==> src/rtl/wdt_supervisor_if.sv <==
// Heartbeat supervisor bus: supervision controls and heartbeat strobes in,
// WDT drive and fault status out.
interface wdt_supervisor_if #(
    parameter int N_SRC = 4
);
    logic             tick_1khz;
    logic             arm;
    logic [N_SRC-1:0] src_mask;
    logic [N_SRC-1:0] hb_in;
    logic             wdt_kick;
    logic             wdt_en;
    logic             fault;
    logic [N_SRC-1:0] fault_src;
    logic [15:0]      kick_count;

    modport master (
        output tick_1khz, arm, src_mask, hb_in,
        input  wdt_kick, wdt_en, fault, fault_src, kick_count
    );

    modport slave (
        input  tick_1khz, arm, src_mask, hb_in,
        output wdt_kick, wdt_en, fault, fault_src, kick_count
    );
endinterface

==> src/rtl/wdt_supervisor.sv <==
// Heartbeat supervisor: toggles the WDT kick only once every enabled source has
// checked in during a window; MAX_MISS consecutive incomplete windows latch a fault.
module wdt_supervisor #(
    parameter int          N_SRC     = 4,
    parameter logic [15:0] WINDOW_MS = 16'd20,
    parameter logic [3:0]  MAX_MISS  = 4'd3
) (
    input logic             clk,
    input logic             rst,
    wdt_supervisor_if.slave sup
);
    typedef enum logic [1:0] {
        IDLE    = 2'd0,
        COLLECT = 2'd1,
        KICK    = 2'd2,
        FAULT   = 2'd3
    } state_t;

    state_t           state_r, state_nxt;
    logic [N_SRC-1:0] seen_r, seen_nxt;
    logic [N_SRC-1:0] active_mask_r, active_mask_nxt;
    logic [N_SRC-1:0] fault_src_r, fault_src_nxt;
    logic [15:0]      win_cnt_r, win_cnt_nxt;
    logic [15:0]      kick_count_r, kick_count_nxt;
    logic [3:0]       miss_cnt_r, miss_cnt_nxt;
    logic             kick_r, kick_nxt;
    logic             fault_r, fault_nxt;
    logic             en_r;
    logic [N_SRC-1:0] hit_s;
    logic             win_end_s;

    assign hit_s     = seen_r | (sup.hb_in & active_mask_r);
    assign win_end_s = sup.tick_1khz && (win_cnt_r == (WINDOW_MS - 16'd1));

    // Next-state and datapath decisions; every register holds unless a state acts on it.
    always_comb begin
        state_nxt       = state_r;
        seen_nxt        = seen_r;
        active_mask_nxt = active_mask_r;
        fault_src_nxt   = fault_src_r;
        win_cnt_nxt     = win_cnt_r;
        kick_count_nxt  = kick_count_r;
        miss_cnt_nxt    = miss_cnt_r;
        kick_nxt        = kick_r;
        fault_nxt       = fault_r;
        case (state_r)
            IDLE: begin
                if (sup.arm && (sup.src_mask != {N_SRC{1'b0}})) begin
                    active_mask_nxt = sup.src_mask;
                    seen_nxt        = {N_SRC{1'b0}};
                    win_cnt_nxt     = 16'd0;
                    miss_cnt_nxt    = 4'd0;
                    fault_nxt       = 1'b0;
                    fault_src_nxt   = {N_SRC{1'b0}};
                    kick_count_nxt  = 16'd0;
                    state_nxt       = COLLECT;
                end else begin
                    state_nxt = IDLE;
                end
            end
            COLLECT: begin
                if (!sup.arm) begin
                    seen_nxt    = {N_SRC{1'b0}};
                    win_cnt_nxt = 16'd0;
                    state_nxt   = IDLE;
                end else if (hit_s == active_mask_r) begin
                    // Completion wins over a window expiring on the same tick.
                    seen_nxt    = hit_s;
                    win_cnt_nxt = 16'd0;
                    state_nxt   = KICK;
                end else if (win_end_s) begin
                    if ((miss_cnt_r + 4'd1) == MAX_MISS) begin
                        fault_nxt     = 1'b1;
                        fault_src_nxt = active_mask_r & ~hit_s;
                        state_nxt     = FAULT;
                    end else begin
                        miss_cnt_nxt = miss_cnt_r + 4'd1;
                        seen_nxt     = {N_SRC{1'b0}};
                        win_cnt_nxt  = 16'd0;
                    end
                end else begin
                    seen_nxt    = hit_s;
                    win_cnt_nxt = win_cnt_r + {15'd0, sup.tick_1khz};
                end
            end
            KICK: begin
                if (!sup.arm) begin
                    seen_nxt    = {N_SRC{1'b0}};
                    win_cnt_nxt = 16'd0;
                    state_nxt   = IDLE;
                end else begin
                    // Heartbeats arriving during the kick cycle belong to the next window.
                    kick_nxt       = ~kick_r;
                    kick_count_nxt = kick_count_r + 16'd1;
                    miss_cnt_nxt   = 4'd0;
                    win_cnt_nxt    = 16'd0;
                    seen_nxt       = sup.hb_in & active_mask_r;
                    state_nxt      = COLLECT;
                end
            end
            FAULT: begin
                if (!sup.arm) begin
                    seen_nxt    = {N_SRC{1'b0}};
                    win_cnt_nxt = 16'd0;
                    state_nxt   = IDLE;
                end else begin
                    state_nxt = FAULT;
                end
            end
            default: begin
                state_nxt = IDLE;
            end
        endcase
    end

    // State and datapath registers with synchronous reset.
    always_ff @(posedge clk) begin
        if (rst) begin
            state_r       <= IDLE;
            seen_r        <= {N_SRC{1'b0}};
            active_mask_r <= {N_SRC{1'b0}};
            fault_src_r   <= {N_SRC{1'b0}};
            win_cnt_r     <= 16'd0;
            kick_count_r  <= 16'd0;
            miss_cnt_r    <= 4'd0;
            kick_r        <= 1'b0;
            fault_r       <= 1'b0;
            en_r          <= 1'b0;
        end else begin
            state_r       <= state_nxt;
            seen_r        <= seen_nxt;
            active_mask_r <= active_mask_nxt;
            fault_src_r   <= fault_src_nxt;
            win_cnt_r     <= win_cnt_nxt;
            kick_count_r  <= kick_count_nxt;
            miss_cnt_r    <= miss_cnt_nxt;
            kick_r        <= kick_nxt;
            fault_r       <= fault_nxt;
            en_r          <= (state_nxt != IDLE);
        end
    end

    assign sup.wdt_kick   = kick_r;
    assign sup.wdt_en     = en_r;
    assign sup.fault      = fault_r;
    assign sup.fault_src  = fault_src_r;
    assign sup.kick_count = kick_count_r;
endmodule

==> src/flat_wrapper.sv <==
// flat-port wrapper written by rule: the top's interface ports become plain ports
module wdt_supervisor_flat 
#(
    parameter int          N_SRC     = 4,
    parameter logic [15:0] WINDOW_MS = 16'd20,
    parameter logic [3:0]  MAX_MISS  = 4'd3
)
  (clk, rst, sup_tick_1khz, sup_arm, sup_src_mask, sup_hb_in, sup_wdt_kick, sup_wdt_en, sup_fault, sup_fault_src, sup_kick_count);
  wdt_supervisor_if #(.N_SRC(N_SRC)) sup_i ();
  input logic clk;
  input logic rst;
  input wire logic [$bits(sup_i.tick_1khz)-1:0] sup_tick_1khz;
  input wire logic [$bits(sup_i.arm)-1:0] sup_arm;
  input wire logic [$bits(sup_i.src_mask)-1:0] sup_src_mask;
  input wire logic [$bits(sup_i.hb_in)-1:0] sup_hb_in;
  output wire logic [$bits(sup_i.wdt_kick)-1:0] sup_wdt_kick;
  output wire logic [$bits(sup_i.wdt_en)-1:0] sup_wdt_en;
  output wire logic [$bits(sup_i.fault)-1:0] sup_fault;
  output wire logic [$bits(sup_i.fault_src)-1:0] sup_fault_src;
  output wire logic [$bits(sup_i.kick_count)-1:0] sup_kick_count;
  assign sup_i.tick_1khz = sup_tick_1khz;
  assign sup_i.arm = sup_arm;
  assign sup_i.src_mask = sup_src_mask;
  assign sup_i.hb_in = sup_hb_in;
  assign sup_wdt_kick = sup_i.wdt_kick;
  assign sup_wdt_en = sup_i.wdt_en;
  assign sup_fault = sup_i.fault;
  assign sup_fault_src = sup_i.fault_src;
  assign sup_kick_count = sup_i.kick_count;
  wdt_supervisor #(.N_SRC(N_SRC), .WINDOW_MS(WINDOW_MS), .MAX_MISS(MAX_MISS)) u_core (.clk(clk), .rst(rst), .sup(sup_i));
endmodule
==> config.mk <==
export PLATFORM = sky130hd
export DESIGN_NAME = wdt_supervisor_flat
export DESIGN_NICKNAME = d
export VERILOG_FILES = /design/src/rtl/wdt_supervisor_if.sv /design/src/rtl/wdt_supervisor.sv /design/src/flat_wrapper.sv
export SDC_FILE = /design/constraint.sdc
export NUM_CORES = 1
export LEC_CHECK = 0
export CAP_MARGIN = 5
export CORE_ASPECT_RATIO = 0.9
export CORE_MARGIN = 8
export CORE_UTILIZATION = 45
export DETAILED_ROUTE_END_ITERATION = 8
export PLACE_DENSITY = 0.69
export SLEW_MARGIN = 20
export SYNTH_ARGS = -nofsm -noshare
export SYNTH_HDL_FRONTEND = slang
export SYNTH_SLANG_ARGS = --single-unit
==> constraint.sdc <==
create_clock -name clk -period 3.3 [get_ports clk]
set_input_delay 0.825 -clock clk [delete_from_list [all_inputs] [get_ports clk]]
set_output_delay 0.825 -clock clk [all_outputs]
set_load 0.01 [all_outputs]
==> flow_summary_export.csv, run 1 <==
group,metric,value,unit
run_status,status,"finished, final reports clean",
setup_path,worstPathRequired,3.54,ns
synth,synth_top_area_share,37.1,%
worst_hold_path,hold_class,"register to register",
synth,ys_seq_area_share,37.1,%
floorplanning,die_x,100,um
sta,finalHoldViolations,0,
final_layout,final_util,56.8,%
final_layout,nets,426,
final_layout,layout-drive-gt1-share,9.00,%
clocking,hold_buffers,0,
sta,drv_slew,0,
setup_path,r2r-end,"u_core.sup.kick_count[13]$_SDFFE_PP0P_",
global_routing,grt_pass1_wl,11800,um
routing,dr.pass1.iters,4,
global_routing,grt_pass1_vias,2488,
final_layout,fin_cells,487,
clocking,insertion_delay,0.31,ns
routing,postRouteAntennaNets,0,
power_and_ir_drop,power_switching,0.000304,W
sta,rsz0062_at_grt,"false",
clocking,cts_resized,0,
setup_path,rr_startpoint,"u_core.state_r[0]$_SDFF_PP0_",
placement,hpwlAfterDp,5210,um
clocking,root_buffer,"clkbuf_8",
synth,yosys-top-cells-count,"dfxtp_1 (53), nor2_1 (42), nand2_1 (37)",
worst_hold_path,hold_depth,1,
floorplanning,std_cell_rows,27,
clocking,cts_setup_buffers,0,
placement,placed_area,0.00338,sq mm
synth,synth_top_area_cell,"dfxtp_1",
synth,synth_ff_type,"dfxtp_1",
clocking,clock_path_buffers,2,
sta,fmax,0.319,GHz
setup_path,crit_path_end_kind,"register",
floorplanning,ios,35,
synth,synth.area.top_cells,"dfxtp_1 (37%), ha_1 (6.6%), o21ai_0 (5.8%)",
flow_run,max_cap_viol_count,0,
setup_path,worstPathArrival,3.38,ns
setup_path,worstPathMaxFanout,5,
routing,via_per_inst,5.47,
setup_path,cp-start-kind,"primary input",
final_layout,insertedDiodeCount,0,
power_and_ir_drop,p_clk_share,37.2,%
power_and_ir_drop,irDropWorstVdd,0.000176,V
synth,synth-async-reset-ratio,0,%
clocking,cts_tree,"done",
synth,yosysMostFrequentCell,"dfxtp_1",
global_routing,grt_use_total,15.3,%
power_and_ir_drop,p_per_area,351,mW/mm^2
worst_hold_path,holdPathEnd,"u_core.seen_r[2]$_SDFFE_PP0P_",
worst_hold_path,min_from,"u_core.seen_r[2]$_SDFFE_PP0P_",
routing,wl_per_cell,14.3,um
global_routing,grt_start_max_net_pins,28,
placement,place_inst,479,
final_layout,area_growth,22.0,%
final_layout,design_area,0.00349,sq mm
power_and_ir_drop,p_int,0.000922,W
synth,synth_cells,358,
synth,synth.ff_latch_count,53,
clocking,numCtsBuffers,5,
sta,fin_crit,3.14,ns
setup_path,critPathKind,"primary input to register",
clocking,clock_sinks,53,
final_layout,multiInputGateArea,0.00170,sq mm
synth,synthesis.nets,385,
placement,place.gp.congestion,0.802,
power_and_ir_drop,p_leak,1.22,nW
power_and_ir_drop,pwr-share-comb,9.8,%
synth,yosysWarningCount,0,
setup_path,r2r_setup_slack,0.73,ns
global_routing,antenna_found_initial,0,
floorplanning,start_util,46.6,%
global_routing,overflow,0,
final_layout,ff_latch_area,0.00106,sq mm
floorplanning,dieArea,0.00917,sq mm
final_layout,nFillCells,593,
power_and_ir_drop,switching_share,24.8,%
sta,finalSetupViolations,0,
clocking,path_clk_slew,0.10,ns
synth,synth_cell_types,52,
synth,synth-edff-count,0,
synth,syn_area,0.00286,sq mm
sta,worst_pin_slew,0.789,ns
routing,routed_wl,6960,um
routing,first_iter_violations,116,
synth,syn_avg_cell_area,8.00,sq um
routing,route.detailed.drc,0,
sta,fin_crit_sh,95.1,%
power_and_ir_drop,sequentialPowerShare,53.0,%
floorplanning,die_h,91.7,um
sta,skew,0.00612,ns
placement,port_buffers,34,
clocking,ctsHtreeMaxLevel,2,
routing,vias,2663,
floorplanning,core,0.00615,sq mm
sta,max_slew_margin,47.3,%
setup_path,r2r_cells,8,
==> power by group through the flow <==
| stage | Combinational, W | Clock, W | Sequential, W |
|---|---|---|---|
| 2_1_floorplan | 0.0000709 | 0 | 0.000664 |
| 3_3_place_gp | 0.000118 | 0 | 0.000665 |
| 3_5_place_dp | 0.000118 | 0 | 0.000665 |
| 5_1_grt | 0.000133 | 0.000487 | 0.000651 |
| 4_1_cts | 0.000119 | 0.000463 | 0.000650 |
| 6_report | 0.000120 | 0.000456 | 0.000650 |
==> cell usage in the layout (no fill, tap or decap), drive strengths merged, types with 4 or more instances in the layout <==
master	count
a21oi	27
o2bb2ai	4
inv	12
a31oi	4
xor2	5
and2	8
nor3	10
nand4	9
nand3	9
xnor2	7
or2	6
clkbuf	5
and3	7
nand2	37
a22oi	5
ha	15
and4	7
nor2	42
o21ai	33
clkdlybuf4s50	34
buf	15
dfxtp	53
==> per-layer routing <==
layer | track usage, % | routed length, um | share of wire [%]
met1 | 21.7 | 3610 | 52
met2 | 22.3 | 2970 | 43
met3 | 3.70 | 314 | 4.5
met4 | 4.15 | 70 | 1.0
met5 | 0 | 0 | 0
==> how the worst max path moves through the flow <==
| stage | endpoint | depth (start not counted) | slack, ns | startpoint |
|---|---|---|---|---|
| floorplan | u_core.miss_cnt_r[0]$_SDFFE_PP0P_ | 7 | 0.48 | sup_hb_in[3] |
| global placement | u_core.sup.fault_src[1]$_SDFFE_PP0P_ | 10 | -0.10 | sup_hb_in[3] |
| detailed placement | u_core.seen_r[1]$_SDFFE_PP0P_ | 10 | -0.16 | sup_hb_in[3] |
| CTS | u_core.seen_r[1]$_SDFFE_PP0P_ | 10 | 0.14 | sup_hb_in[3] |
| global route | u_core.seen_r[1]$_SDFFE_PP0P_ | 10 | 0.02 | sup_hb_in[3] |
| finish | u_core.seen_r[1]$_SDFFE_PP0P_ | 10 | 0.16 | sup_hb_in[3] |
==> worst max-delay path, cell delays in order <==
cell,delay (ns)
clkdlybuf4s50_1,0.42
a21oi_1,0.17
ha_1,0.26
and4_1,0.26
or4b_4,0.54
nor4_2,0.17
buf_4,0.19
nor2_1,0.11
a21oi_2,0.26
o2bb2ai_1,0.16
==> area by class of cell <==
type	count	share of cell area, %
well taps	87	3.12
clock buffers	5	1.97
clock inverters	3	1.33
flip-flops and latches	53	30.4
repair buffers	49	13.3
inverters	12	1.29
multi-input cells	278	48.6
==> sequential cells by signal, summed over array words and instances (netlist names) <==
| name | flops |
|---|---|
| u_core.win_cnt_r | 16 |
| u_core.active_mask_r | 4 |
| u_core.sup.wdt_kick | 1 |
| u_core.state_r | 2 |
| u_core.seen_r | 4 |
| u_core.miss_cnt_r | 4 |
| u_core.sup.fault | 1 |
| u_core.sup.wdt_en | 1 |
| u_core.sup.fault_src | 4 |
| u_core.sup.kick_count | 16 |
==> through the flow <==
stage	worst slack [ns]	hold WS (ns)	power, W	TNS (ns)
detailed placement	-0.158	0.453	0.000783	-2.01
finish	0.161	0.471	0.00123	0
global route	0.0176	0.488	0.00127	0
CTS	0.142	0.473	0.00123	0
floorplan	0.482	0.433	0.000735	0
global placement	-0.104	0.448	0.000782	-1.05
==> cell families (layout without fill, tap and decap cells) <==
kind of cell | count (synthesis) | in the layout | share of synthesized area, %
muxes | 3 | 3 | 1.05
buffers and inverters | 27 | 69 | 3.67
DFF | 53 | 53 | 37.1
adders and majority gates | 15 | 15 | 6.56
and+or+nand+nor | 159 | 159 | 29.1
xor gates and xnor gates | 12 | 12 | 3.67
AOI/OAI and AO/OA | 89 | 89 | 18.9
No activity file was read; power rests on OpenSTA's default activity.
==> run 2, diff against run 1 <==
--- a/config.mk
+++ b/config.mk
@@ -5,6 +5,7 @@
 export SDC_FILE = /design/constraint.sdc
 export NUM_CORES = 1
 export LEC_CHECK = 0
+export ABC_CLOCK_PERIOD_IN_PS = 3300
 export CAP_MARGIN = 5
 export CORE_ASPECT_RATIO = 0.9
 export CORE_MARGIN = 8
==> results of run 2 <==
No change in the layout: final DEF, timing and power equal those of run 1.
